### config.mk
export PLATFORM = sky130hd
export DESIGN_NAME = if_fetch_unit_flat
export DESIGN_NICKNAME = d
export VERILOG_FILES = /design/src/rtl/cpu_pkg.sv /design/src/rtl/if_fetch_unit_if.sv /design/src/rtl/if_fetch_unit_pc_gen.sv /design/src/rtl/if_fetch_unit.sv /design/src/flat_wrapper.sv
export SDC_FILE = /design/constraint.sdc
export NUM_CORES = 1
export LEC_CHECK = 0
export BUFFER_PORTS_ARGS = -buffer_cell sky130_fd_sc_hd__buf_2
export CAP_MARGIN = 20
export CELL_PAD_IN_SITES_DETAIL_PLACEMENT = 0
export CELL_PAD_IN_SITES_GLOBAL_PLACEMENT = 2
export CORE_MARGIN = 1.5
export CORE_UTILIZATION = 33
export CTS_CLUSTER_DIAMETER = 30
export CTS_CLUSTER_SIZE = 24
export DETAILED_ROUTE_END_ITERATION = 10
export GPL_TIMING_DRIVEN = 0
export PLACE_DENSITY_LB_ADDON = 0.1
export SETUP_SLACK_MARGIN = 0.1
export SLEW_MARGIN = 20
export SYNTH_ARGS = -nofsm -noshare
export SYNTH_HDL_FRONTEND = slang
export SYNTH_SLANG_ARGS = --single-unit
### constraint.sdc
create_clock -name clk -period 5.8 [get_ports clk]
set_input_delay 0.58 -clock clk [delete_from_list [all_inputs] [get_ports clk]]
set_output_delay 0.58 -clock clk [all_outputs]
set_load 0.01 [all_outputs]
### src/rtl/cpu_pkg.sv
// Purpose : shared CPU constants (reset PC, imem map, NOP) and the fetch-address check.
// Latency : n/a (package, no logic state).
// Backpress: n/a.
//
// Contents:
//   PC_RESET, IMEM_BASE, IMEM_AW, IMEM_WORDS, NOP
//   fetch_addr_err() - misaligned / outside-imem test for a fetch byte address
package cpu_pkg;

   localparam logic [31:0] PC_RESET   = 32'h0000_3000;
   localparam logic [31:0] IMEM_BASE  = 32'h0000_3000;
   localparam int          IMEM_AW    = 12;
   localparam int          IMEM_WORDS = 1 << IMEM_AW;
   localparam logic [31:0] NOP        = 32'h0000_0000;

   // True when pc is not word aligned or lies outside
   // [base, base + 4*2^aw - 4]. The upper bound is formed in 33 bits so a
   // window touching the top of the address space does not wrap.
   function automatic logic fetch_addr_err(input logic [31:0] pc,
                                           input logic [31:0] base,
                                           input int          aw);
      logic [32:0] last;
      last = {1'b0, base} + (33'd1 << (aw + 2)) - 33'd4;
      return (pc[1:0] != 2'b00) || (pc < base) || ({1'b0, pc} > last);
   endfunction

endpackage

### src/rtl/if_fetch_unit_if.sv
// Purpose : bundle between the fetch unit, its imem, the hazard/redirect
//           sources in D and the F side of the IF/ID register.
// Latency : n/a (wires only).
// Backpress: pause is the only stall; it freezes the fetch unit and IF/ID together.
//
// Signals:
//   pause, redirect, redirect_pc   control into the fetch unit
//   imem_en, imem_addr, imem_rdata synchronous imem read port (1-cycle latency)
//   F_ins, F_PC, F_lat, F_adel     F-side slot handed to IF/ID
// Modports: master = fetch unit, slave = everything around it.
interface if_fetch_unit_if #(
   parameter int IMEM_AW = 12
) ();

   logic               pause;
   logic               redirect;
   logic [31:0]        redirect_pc;

   logic               imem_en;
   logic [IMEM_AW-1:0] imem_addr;
   logic [31:0]        imem_rdata;

   logic [31:0]        F_ins;
   logic [31:0]        F_PC;
   logic               F_lat;
   logic               F_adel;

   modport master (
      input  pause, redirect, redirect_pc, imem_rdata,
      output imem_en, imem_addr, F_ins, F_PC, F_lat, F_adel
   );

   modport slave (
      output pause, redirect, redirect_pc, imem_rdata,
      input  imem_en, imem_addr, F_ins, F_PC, F_lat, F_adel
   );

endinterface

### src/rtl/if_fetch_unit_pc_gen.sv
// Purpose : request-PC register with +4 / redirect next-PC selection.
// Latency : next PC visible one clk edge after the decision.
// Backpress: pause freezes pc_q and drops any redirect presented with it.
//
// Ports:
//   clk, reset          clock, synchronous active-high reset
//   pause               stall; holds pc_q
//   redirect/_pc        taken branch/jump from D and its byte target
//   pc_q                current request PC (drives imem address)
module pc_gen
   import cpu_pkg::*;
#(
   parameter logic [31:0] PC_RESET = cpu_pkg::PC_RESET
) (
   input  logic        clk,
   input  logic        reset,
   input  logic        pause,
   input  logic        redirect,
   input  logic [31:0] redirect_pc,
   output logic [31:0] pc_q
);

   logic [31:0] pc_d;

   // A redirect seen under pause is dropped rather than remembered: D is
   // frozen too, so the hazard unit presents it again once D moves.
   always_comb begin
      pc_d = pc_q;
      if (!pause) begin
         if (redirect) begin
            pc_d = redirect_pc;
         end else begin
            pc_d = pc_q + 32'd4;   // wraps modulo 2^32
         end
      end
   end

   always_ff @(posedge clk) begin
      if (reset) begin
         pc_q <= PC_RESET;
      end else begin
         pc_q <= pc_d;
      end
   end

endmodule

### src/rtl/if_fetch_unit.sv
// Purpose : instruction fetch stage producing F_ins/F_PC/F_lat/F_adel for IF/ID.
// Latency : 1 cycle from request PC to F_ins; 1 bubble after a taken redirect.
// Backpress: pause holds the F slot steady and captures imem data into a hold register.
//
// Ports:
//   clk, reset   clock, synchronous active-high reset
//   bus (master) pause/redirect/redirect_pc in, imem read port, F-side slot out
//
// The response side (rsp_*) describes the instruction whose imem data is
// arriving this cycle. Under pause the imem is not re-read, so a
// non-holding memory's output turns to garbage after the first stalled
// cycle; hold_ins keeps the word captured on that first cycle.
module if_fetch_unit #(
   parameter logic [31:0] PC_RESET  = cpu_pkg::PC_RESET,
   parameter logic [31:0] IMEM_BASE = cpu_pkg::IMEM_BASE,
   parameter int          IMEM_AW   = cpu_pkg::IMEM_AW
) (
   input  logic               clk,
   input  logic               reset,
   if_fetch_unit_if.master    bus
);

   import cpu_pkg::*;

   logic [31:0] pc_q;

   logic        rsp_valid_q, rsp_valid_d;
   logic [31:0] rsp_pc_q,    rsp_pc_d;
   logic        hold_valid_q, hold_valid_d;
   logic [31:0] hold_ins_q,  hold_ins_d;

   logic [31:0] imem_off;
   logic        slot_lat;
   logic        slot_adel;
   logic [31:0] slot_raw;

   pc_gen #(
      .PC_RESET (PC_RESET)
   ) u_pc_gen (
      .clk         (clk),
      .reset       (reset),
      .pause       (bus.pause),
      .redirect    (bus.redirect),
      .redirect_pc (bus.redirect_pc),
      .pc_q        (pc_q)
   );

   // Out-of-range PCs are still issued using the truncated offset; their
   // data never reaches F_ins because F_adel forces it to NOP.
   assign imem_off      = pc_q - IMEM_BASE;
   assign bus.imem_addr = IMEM_AW'(imem_off >> 2);
   assign bus.imem_en   = !bus.pause && !reset;

   always_comb begin
      rsp_valid_d  = rsp_valid_q;
      rsp_pc_d     = rsp_pc_q;
      hold_valid_d = hold_valid_q;
      hold_ins_d   = hold_ins_q;
      if (bus.pause) begin
         // Only the first stalled cycle carries the real imem word.
         if (!hold_valid_q) begin
            hold_ins_d   = bus.imem_rdata;
            hold_valid_d = 1'b1;
         end
      end else begin
         rsp_pc_d     = pc_q;
         // A redirect squashes the read now in flight (branch+8); the delay
         // slot currently in F is taken by IF/ID on this same edge.
         rsp_valid_d  = !bus.redirect;
         hold_valid_d = 1'b0;
      end
   end

   always_ff @(posedge clk) begin
      if (reset) begin
         rsp_valid_q  <= 1'b0;
         rsp_pc_q     <= 32'h0;
         hold_valid_q <= 1'b0;
         hold_ins_q   <= 32'h0;
      end else begin
         rsp_valid_q  <= rsp_valid_d;
         rsp_pc_q     <= rsp_pc_d;
         hold_valid_q <= hold_valid_d;
         hold_ins_q   <= hold_ins_d;
      end
   end

   // Outputs are gated by reset so IF/ID sees an empty slot for the whole
   // reset window, not just after the first reset edge.
   assign slot_lat  = rsp_valid_q && !reset;
   assign slot_adel = slot_lat && fetch_addr_err(rsp_pc_q, IMEM_BASE, IMEM_AW);
   assign slot_raw  = hold_valid_q ? hold_ins_q : bus.imem_rdata;

   assign bus.F_lat  = slot_lat;
   assign bus.F_adel = slot_adel;
   assign bus.F_PC   = reset ? 32'h0 : rsp_pc_q;
   assign bus.F_ins  = (!slot_lat || slot_adel) ? NOP : slot_raw;

endmodule

### src/flat_wrapper.sv
// flat-port wrapper written by rule: the top's interface ports become plain ports
module if_fetch_unit_flat import cpu_pkg::*;
#(
   parameter logic [31:0] PC_RESET  = cpu_pkg::PC_RESET,
   parameter logic [31:0] IMEM_BASE = cpu_pkg::IMEM_BASE,
   parameter int          IMEM_AW   = cpu_pkg::IMEM_AW
)
  (clk, reset, bus_pause, bus_redirect, bus_redirect_pc, bus_imem_rdata, bus_imem_en, bus_imem_addr, bus_F_ins, bus_F_PC, bus_F_lat, bus_F_adel);
  if_fetch_unit_if #(.IMEM_AW(IMEM_AW)) bus_i ();
  input  logic clk;
  input  logic reset;
  input wire logic [$bits(bus_i.pause)-1:0] bus_pause;
  input wire logic [$bits(bus_i.redirect)-1:0] bus_redirect;
  input wire logic [$bits(bus_i.redirect_pc)-1:0] bus_redirect_pc;
  input wire logic [$bits(bus_i.imem_rdata)-1:0] bus_imem_rdata;
  output wire logic [$bits(bus_i.imem_en)-1:0] bus_imem_en;
  output wire logic [$bits(bus_i.imem_addr)-1:0] bus_imem_addr;
  output wire logic [$bits(bus_i.F_ins)-1:0] bus_F_ins;
  output wire logic [$bits(bus_i.F_PC)-1:0] bus_F_PC;
  output wire logic [$bits(bus_i.F_lat)-1:0] bus_F_lat;
  output wire logic [$bits(bus_i.F_adel)-1:0] bus_F_adel;
  assign bus_i.pause = bus_pause;
  assign bus_i.redirect = bus_redirect;
  assign bus_i.redirect_pc = bus_redirect_pc;
  assign bus_i.imem_rdata = bus_imem_rdata;
  assign bus_imem_en = bus_i.imem_en;
  assign bus_imem_addr = bus_i.imem_addr;
  assign bus_F_ins = bus_i.F_ins;
  assign bus_F_PC = bus_i.F_PC;
  assign bus_F_lat = bus_i.F_lat;
  assign bus_F_adel = bus_i.F_adel;
  if_fetch_unit #(.PC_RESET(PC_RESET), .IMEM_BASE(IMEM_BASE), .IMEM_AW(IMEM_AW)) u_core (.clk(clk), .reset(reset), .bus(bus_i));
endmodule
======== Word level (Yosys, flattened, before mapping) ========
Cells that the tools add are included.
Widths: inputs -> output; s select.
cells by class
  add/subtract/negate cells ............... 2
  $lt $le $gt $ge ......................... 2
  mux-type cells .......................... 5
  reductions and logical operators ........ 11
operators by type and width
  operator                count
  $mux 32                 4
  $add 32x3->32 const B   1
  $gt 32x15->1 const B    1
  $lt 32x14->1 const B    1
  $sub 14x14->14 const B  1
  $logic_not 1->1         4
  $logic_and 1x1->1       3
  $logic_or 1x1->1        3
  $reduce_bool 2->1       1
  $mux 1                  1
word-level totals
  flip-flop bits (word level) ............. 98
  output and inout bits ................... 79

======== Logic depth before layout (Yosys ltp) ========
Gate-level depths: netlist of run 1.
  depth after elaboration ................. 6
  mapped depth ............................ 7
  gate-level depth less buffers ........... 5

======== Cells and area by module ========
A second synthesis of run 1 with hierarchy kept.
second synthesis, totals
  cells, all modules ...................... 642
  area, all modules ....................... 5372.7 um2
modules (own cells, without submodules)
  module         times used  cells each  area each (um2)
  if_fetch_unit  1           379         3440.8
  pc_gen         1           263         1931.9

======== Least setup slack after synthesis of run 1 ========
No wires, ideal clock.
  path type ............................... input to output
  from .................................... in reset
  to ...................................... out bus_F_ins[10]
  data arrival time ....................... 1699 ps
  slack ................................... 3521 ps
  cell stages on the path ................. 6
  cell sequence ........................... inv_2 > nand2_1 > or4_1 > buf_6 > buf_12 > nor2_4
on the way
  cells in the longest elaborated chain, start to end .. 5
  elaborated cells on any way between the ends .. 6
  classes of those cells .................. mux: 1; reduce/logical: 5
ends and longest elaborated chain
  element                                                      line                                      source
  from (decl)                                                  flat_wrapper.sv:11                        input logic reset;
  $logic_not 1->1 (*)                                          if_fetch_unit.sv:90                       assign slot_lat = rsp_valid_q && !reset;
  $logic_and 1x1->1 (*)                                        if_fetch_unit.sv:90
  $logic_not 1->1 / $logic_and 1x1->1 (equally long branches)  if_fetch_unit.sv:97, if_fetch_unit.sv:91
  $logic_or 1x1->1 (*)                                         if_fetch_unit.sv:97                       assign bus.F_ins = (!slot_lat || slot_adel) ? NOP : slot_raw;
  $mux 32 (*)                                                  if_fetch_unit.sv:97
  to (decl)                                                    flat_wrapper.sv:18                        output wire logic [$bits(bus_i.F_ins)-1:0] bus_F_ins;
Mark *: on every way between the ends. The rest lies on a longest branch, timed or not.

======== Worst setup path in the final report of run 1 ========
  from .................................... reg u_core.rsp_pc_q[0]
  to ...................................... out bus_F_ins[6]
on the way
  cells in the longest elaborated chain, start to end .. 6
  elaborated cells on any way between the ends .. 8
  classes of those cells .................. order compare: 2; mux: 1; reduce/logical: 5
ends and longest elaborated chain
  element                                                   line                 source
  from (decl)                                               if_fetch_unit.sv:28  logic [31:0] rsp_pc_q, rsp_pc_d;
  from (signal assigned)                                    if_fetch_unit.sv:82  rsp_pc_q <= rsp_pc_d;
  $lt 32x14->1 / $reduce_bool 2->1 (equally long branches)  cpu_pkg.sv:24        return (pc[1:0] != 2'b00) || (pc < base) || ({1'b0, pc} > last);
  $logic_or 1x1->1                                          cpu_pkg.sv:24
  $logic_or 1x1->1 (*)                                      cpu_pkg.sv:24
  $logic_and 1x1->1 (*)                                     if_fetch_unit.sv:91  assign slot_adel = slot_lat && fetch_addr_err(rsp_pc_q, IMEM_BASE, IMEM_AW);
  $logic_or 1x1->1 (*)                                      if_fetch_unit.sv:97
  $mux 32 (*)                                               if_fetch_unit.sv:97
Marks and branches as above.

==> run metrics, run 1 <==
Inserted Clock Buffers 9; commonest non-fill, non-tap cell in the layout buf_2; placed insts 1,030; Tcrit/Tclk final 48.6%; Mean Syn Cell Area 8.39 sq um; port bufs 146; drt total wl 18.4 mm; Overflow after GRT 0; Placeable Area 16,500 sq um; Final Skew 8.63 ps; Seq/Total Area, Yosys 35.2%; Synth Warn # 0; clk sinks 98; setup TNS 0 ps; cell row count 47; clock root cell clkbuf_16; CTS tree done; first-pass GRT wire length 28.1 mm; largest net degree at the start of global routing 15; Synth async-reset ratio 0%; GPL Wtd Cong 0.852; Final Hold Vio Count 0; prevailing post-synth register cell dfxtp_1; worst skew pair latency 350 ps; crit-path max FO 10; Die ar. 17,700 sq um; Post-CTS Repair Setup Buffers 0; Iter 0 DRT Violations 372; Clock transition at path regs 60 ps; Cells after Synth 664; Initial Util 33.7%; gr usage total 20.7%; launching element type of the critical path flop; final critical-path required period 2820 ps; Distinct cells, synth 62; path type of the worst setup path reg -> out; RSZ-0062 raised after global routing no; Fmax 355 MHz; Post-Syn Nets 734; relative slew slack 47.2%; Top Ports 147; status finished, final reports clean; Worst-Margin Slew 791 ps; drt pass-1 iters 4; r2r setup slk 3530 ps; via/cell ratio 5.19; post-synthesis cell area 5570 sq um; reg2reg path depth 5; Antenna Nets Post-Route 0; CP required 5220 ps; Hold Crit Depth 2; DIE HEIGHT 133 um; Clock Tree Buf Depth 2; R2R Path Start u_core.u_pc_gen.pc_q[3]$_SDFFE_PP0N_; Area Growth Syn to Fin 23.6%; H-tree levels 3; CP endpoint kind primary output; CP arrival 2240 ps; Max VDD drop 135 uV; Routed WL per cell 17.6 um; Post-synth EDFFs 0; PwrDens 240 nW/um^2; hold path start u_core.hold_ins_q[5]$_SDFFE_PP0P_; initial antenna violation count 0; final antenna diode count 0; LEAKAGE 2.93 nW; Hold Crit Class reg -> reg; Nets 891; Hold Buf Count CTS 0; share of cells above drive strength 1 27.1%; flops & latches, synth 98; final non-filler cell total 1,044; setup violators final 0; Hold Path Sink u_core.hold_ins_q[5]$_SDFFE_PP0P_; worst r2r dst u_core.u_pc_gen.pc_q[28]$_SDFFE_PP0N_; die span in x 133 um; max-cap viol count 0; Max Transition Viols Final 0; Vias 5,414; most frequent cells in the layout buf_2 (153), dfxtp_1 (98), nand2_1 (92); DP Wirelength 13.8 mm; number of global-route vias before repair 4,927; Fillers 1,708; DRC 0; post-CTS sizing 0
registers in the layout, indices dropped and copies added (netlist names):
name	flops
u_core.u_pc_gen.pc_q	32
u_core.rsp_pc_q	32
u_core.hold_valid_q	1
u_core.rsp_valid_q	1
u_core.hold_ins_q	32
metal layers:
metal  up-vias  global-route usage (%)  share of wire [%]
met3        20                    3.33                5.2
met4         0                    7.26                1.6
met1      2567                    28.0                 46
met2       173                    33.3                 47
met5         -                       0                  0
li1       2654                       -                  -
cells by family after synthesis:
| group | share of synthesized area (%) |
|---|---|
| muxes | 12.4 |
| DFF | 35.2 |
| AOI/OAI and AO/OA | 14.6 |
| buffers and inverters | 7.48 |
| and+or+nand+nor | 29.7 |
| adders and majority gates | 0.449 |
| xor gates and xnor gates | 0.157 |
worst max path at each step:
stage                                                 endpoint                             from  cells past startpoint
final                                             bus_F_ins[6]  u_core.rsp_pc_q[0]$_SDFFE_PP0N_                      7
after global routing                              bus_F_ins[6]  u_core.rsp_pc_q[0]$_SDFFE_PP0N_                      7
after CTS                                         bus_F_ins[6]  u_core.rsp_pc_q[0]$_SDFFE_PP0N_                      7
after detailed placement  u_core.u_pc_gen.pc_q[8]$_SDFFE_PP0N_                            reset                      5
after global placement                             bus_imem_en                        bus_pause                      6
after floorplan                                  bus_F_ins[10]                            reset                      6
cells in the mapped netlist, drive strengths merged (2+ instances only):
cell type / instances / area, sq um
nand2b: 3 / 18.8
a22oi: 10 / 75.1
o21ai: 12 / 60.1
buf: 37 / 249
a221oi: 4 / 35.0
ha: 2 / 25.0
and2: 2 / 12.5
clkbuf: 25 / 93.8
or4: 3 / 22.5
o311ai: 4 / 35.0
o41ai: 2 / 25.0
nor2b: 36 / 225
o22ai: 3 / 18.8
o31a: 3 / 26.3
and3: 5 / 31.3
nand3: 13 / 65.1
nand4: 15 / 113
a211oi: 3 / 22.5
inv: 15 / 56.3
a21oi: 47 / 235
or3: 5 / 31.3
o221ai: 2 / 17.5
nor4: 12 / 103
nand2: 92 / 345
nor3: 15 / 86.3
dfxtp: 98 / 1960
o211ai: 2 / 15.0
o211a: 3 / 30.0
and4: 4 / 35.0
mux2i: 69 / 691
o32ai: 4 / 35.0
a31oi: 11 / 68.8
nor2: 85 / 544
critical path, stage by stage (launching register included):
cell	delay (ps)
dfxtp_1	340
nor4_1	330
nand2_1	130
or4_1	530
buf_6	160
buf_12	160
nor2_4	110
buf_2	140
cell type report:
cell class,count,area [sq um],area share [%]
multi-input cells,488,3190,46.4
plain buffers,62,343,4.98
clock inverters,3,65.1,0.945
repair buffers,146,731,10.6
well taps,220,275,4.00
inverters,16,73.8,1.07
flip-flops and latches,98,1960,28.5
clock buffers,11,243,3.52
report_power, final:
group          total (W)  internal [W]  switching [W]
clock           0.000644      0.000385       0.000259
sequential      0.000756      0.000712      0.0000442
combinational   0.000256      0.000107       0.000149
per-stage QoR:
step	power [W]	hold WS [ps]	instance area [sq um]	worst slack [ps]	util, %
final	0.00165	455	6890	2980	41.7
after global routing	0.00173	457	6890	2830	41.7
after CTS	0.00167	453	6890	2930	41.7
after detailed placement	0.00103	447	6580	3070	39.8
after global placement	0.00102	442	6580	3070	39.8
after floorplan	0.000925	436	5570	3520	-
No activity file was read; power rests on OpenSTA's default activity.
==> run 2: changes to the inputs <==
- CORE_UTILIZATION: 33 -> 31
- clock period: 5.8 -> 2.7 ns (I/O delays scaled with it)
==> run 2 against run 1 <==
Flip-flop and latch count unchanged. Final cell count increased by 0.67%. Worst hold slack got worse by 300 ps. Utilization shrank 2.2 points. Critical path depth did not move. Largest power group unchanged.
==> run metrics, run 2 (same netlist as run 1, synthesis figures left out) <==
Worst-Margin Slew 821 ps (+29.9 ps); drt total wl 19.1 mm (+3.6%); CP arrival 2210 ps (-30 ps); status finished, final reports clean; max-cap viol count 0 (unchanged); relative slew slack 45.3% (-2.0 points); Iter 0 DRT Violations 297 (-20%); Max Transition Viols Final 0 (unchanged); Fmax 403 MHz; first-pass GRT wire length 28.6 mm (+1.8%); Hold Crit Class in -> reg; Initial Util 32.0% (-1.7 points); Inserted Clock Buffers 9 (unchanged); Hold Buf Count CTS 0 (unchanged); path type of the worst setup path reg -> out; H-tree levels 3 (unchanged); Largest regs u_core.hold_ins_q: 32 flops, u_core.rsp_pc_q: 32 flops, u_core.u_pc_gen.pc_q: 32 flops; ordered cell list for the critical path nor4_1 > nand2_1 > or4_1 > buf_6 > buf_12 > nor2_4 > buf_2; final non-filler cell total 1,051 (+0.67%); largest net degree at the start of global routing 17 (+2); commonest non-fill, non-tap cell in the layout buf_2; PwrDens 500 nW/um^2 (+110%); Worst path slowest cell or4_1; combinational share of power 16.2% (+0.8 points); final antenna diode count 0 (unchanged); crit-path max FO 10 (unchanged); DP Wirelength 14.3 mm (+4.1%); worst skew pair latency 350 ps (about the same); final critical-path required period 2480 ps; port bufs 146 (unchanged); Die ar. 18,800 sq um (+6.3%); Final Hold Vio Count 0 (unchanged); clock root cell clkbuf_16; Clock power frac 36.5% (-2.4 points); most frequent cells in the layout buf_2 (153), dfxtp_1 (98), nand2_1 (92); Vias 5,390 (-0.44%); Cell Int Power 0.00241 W (+100%); RSZ-0062 raised after global routing no; CTS tree done; placed insts 1,035 (+0.49%); via/cell ratio 5.13 (-1.1%); Max VDD drop 294 uV (+120%); family with the most delay on the worst path simple AND/OR/NAND/NOR gates; setup violators final 0 (unchanged); Worst path max stage delay 530 ps (about the same); Top Ports 147 (unchanged); Placeable Area 17,400 sq um (+5.4%); Nets 891 (unchanged); Final Skew 7.06 ps (-1.56 ps); die span in x 137 um (+3.1%); Switch Pwr 0.00102 W (+130%); Fillers 1,887 (+10%); Area Growth Syn to Fin 23.2%; Overflow after GRT 0 (unchanged); gr usage total 20.3% (-0.39 points); Tcrit/Tclk final 91.8%; CP endpoint kind primary output; launching element type of the critical path flop; Routed WL per cell 18.1 um (+2.9%); Clock transition at path regs 70 ps (about the same); crit path buf inv count 3 (unchanged); DRC 0 (unchanged); share of cells above drive strength 1 27.4% (+0.30 points); drt pass-1 iters 5 (+1); final core occ 39.4% (-2.2 points); number of global-route vias before repair 5,048 (+2.5%); CP required 2430 ps (-2790 ps); initial antenna violation count 0 (unchanged); part of the power in registers 47.3% (+1.6 points); DIE HEIGHT 137 um (+3.1%); setup TNS 0 ps (unchanged); Net Sw Frac 29.7% (+2.4 points); clk sinks 98 (unchanged); cell row count 48 (+2.1%); Antenna Nets Post-Route 0 (unchanged); LEAKAGE 2.92 nW (-0.41%); GPL Wtd Cong 0.862 (+1.1%); Clock Tree Buf Depth 2 (unchanged)
run 2: changes by cell type in the layout (fill, tap and decap cells not counted):
cell        delta
buf_1          -1
bufinv_16      -2
clkbuf_2       +1
clkinvlp_4     +1
inv_6          +1
clkinv_4       +2
run 2: worst paths after layout:
check	end	from	slack (ps)	cells after the start
worst max register to register	u_core.u_pc_gen.pc_q[28]$_SDFFE_PP0N_	u_core.u_pc_gen.pc_q[3]$_SDFFE_PP0N_	440	5
worst min register to register	u_core.hold_ins_q[25]$_SDFFE_PP0P_	u_core.hold_ins_q[25]$_SDFFE_PP0P_	450	2
worst min-delay path	u_core.u_pc_gen.pc_q[12]$_SDFFE_PP1N_	bus_redirect_pc[12]	150	3
worst max-delay path	bus_F_ins[28]	u_core.rsp_pc_q[0]$_SDFFE_PP0N_	220	7
run 2: final cells by class:
class,instances,area (sq um),area share [%]
buffer,62,344,5.01
clock buffer,11,243,3.53
clock inverter,5,38.8,0.565
inverter,16,73.8,1.07
multi-input combinational,488,3190,46.5
sequential,98,1960,28.6
tap,225,282,4.10
timing repair buffer,146,731,10.6
run 2: power by group through the flow:
stage | clock [W] | sequential (W) | combinational [W]
finish | 0.00126 | 0.00162 | 0.000555
CTS | 0.00129 | 0.00162 | 0.000557
global route | 0.00135 | 0.00164 | 0.000609
detailed placement | 0 | 0.00166 | 0.000555
floorplan | 0 | 0.00162 | 0.000368
global placement | 0 | 0.00165 | 0.000545
run 2: through the flow:
step	total power (W)	hold WS (ps)	cell area (sq um)	setup slack, ps
after floorplan	0.00199	406	5570	796
after global placement	0.00220	442	6590	263
after detailed placement	0.00221	446	6590	196
after global routing	0.00360	165	6870	116
final	0.00343	152	6870	221
after CTS	0.00347	143	6870	170
run 2: worst min-delay path, stage by stage:
cell and delay, ps:
buf_2 70, a221oi_1 50, o21ai_0 70
run 2: what timing repair did:
item                                   CTS  global route
setup buffers                            0             0
endpoints found under the hold margin    0             0
resized for setup                        0             1
setup endpoints to repair                0             1
run 2: routing by layer:
layer	vias to the layer above	routed length, um	track usage (%)
li1	2664	-	-
met1	2528	8810	27.5
met2	178	8910	33.6
met3	20	1080	3.59
met4	0	262	4.44
met5	-	0	0
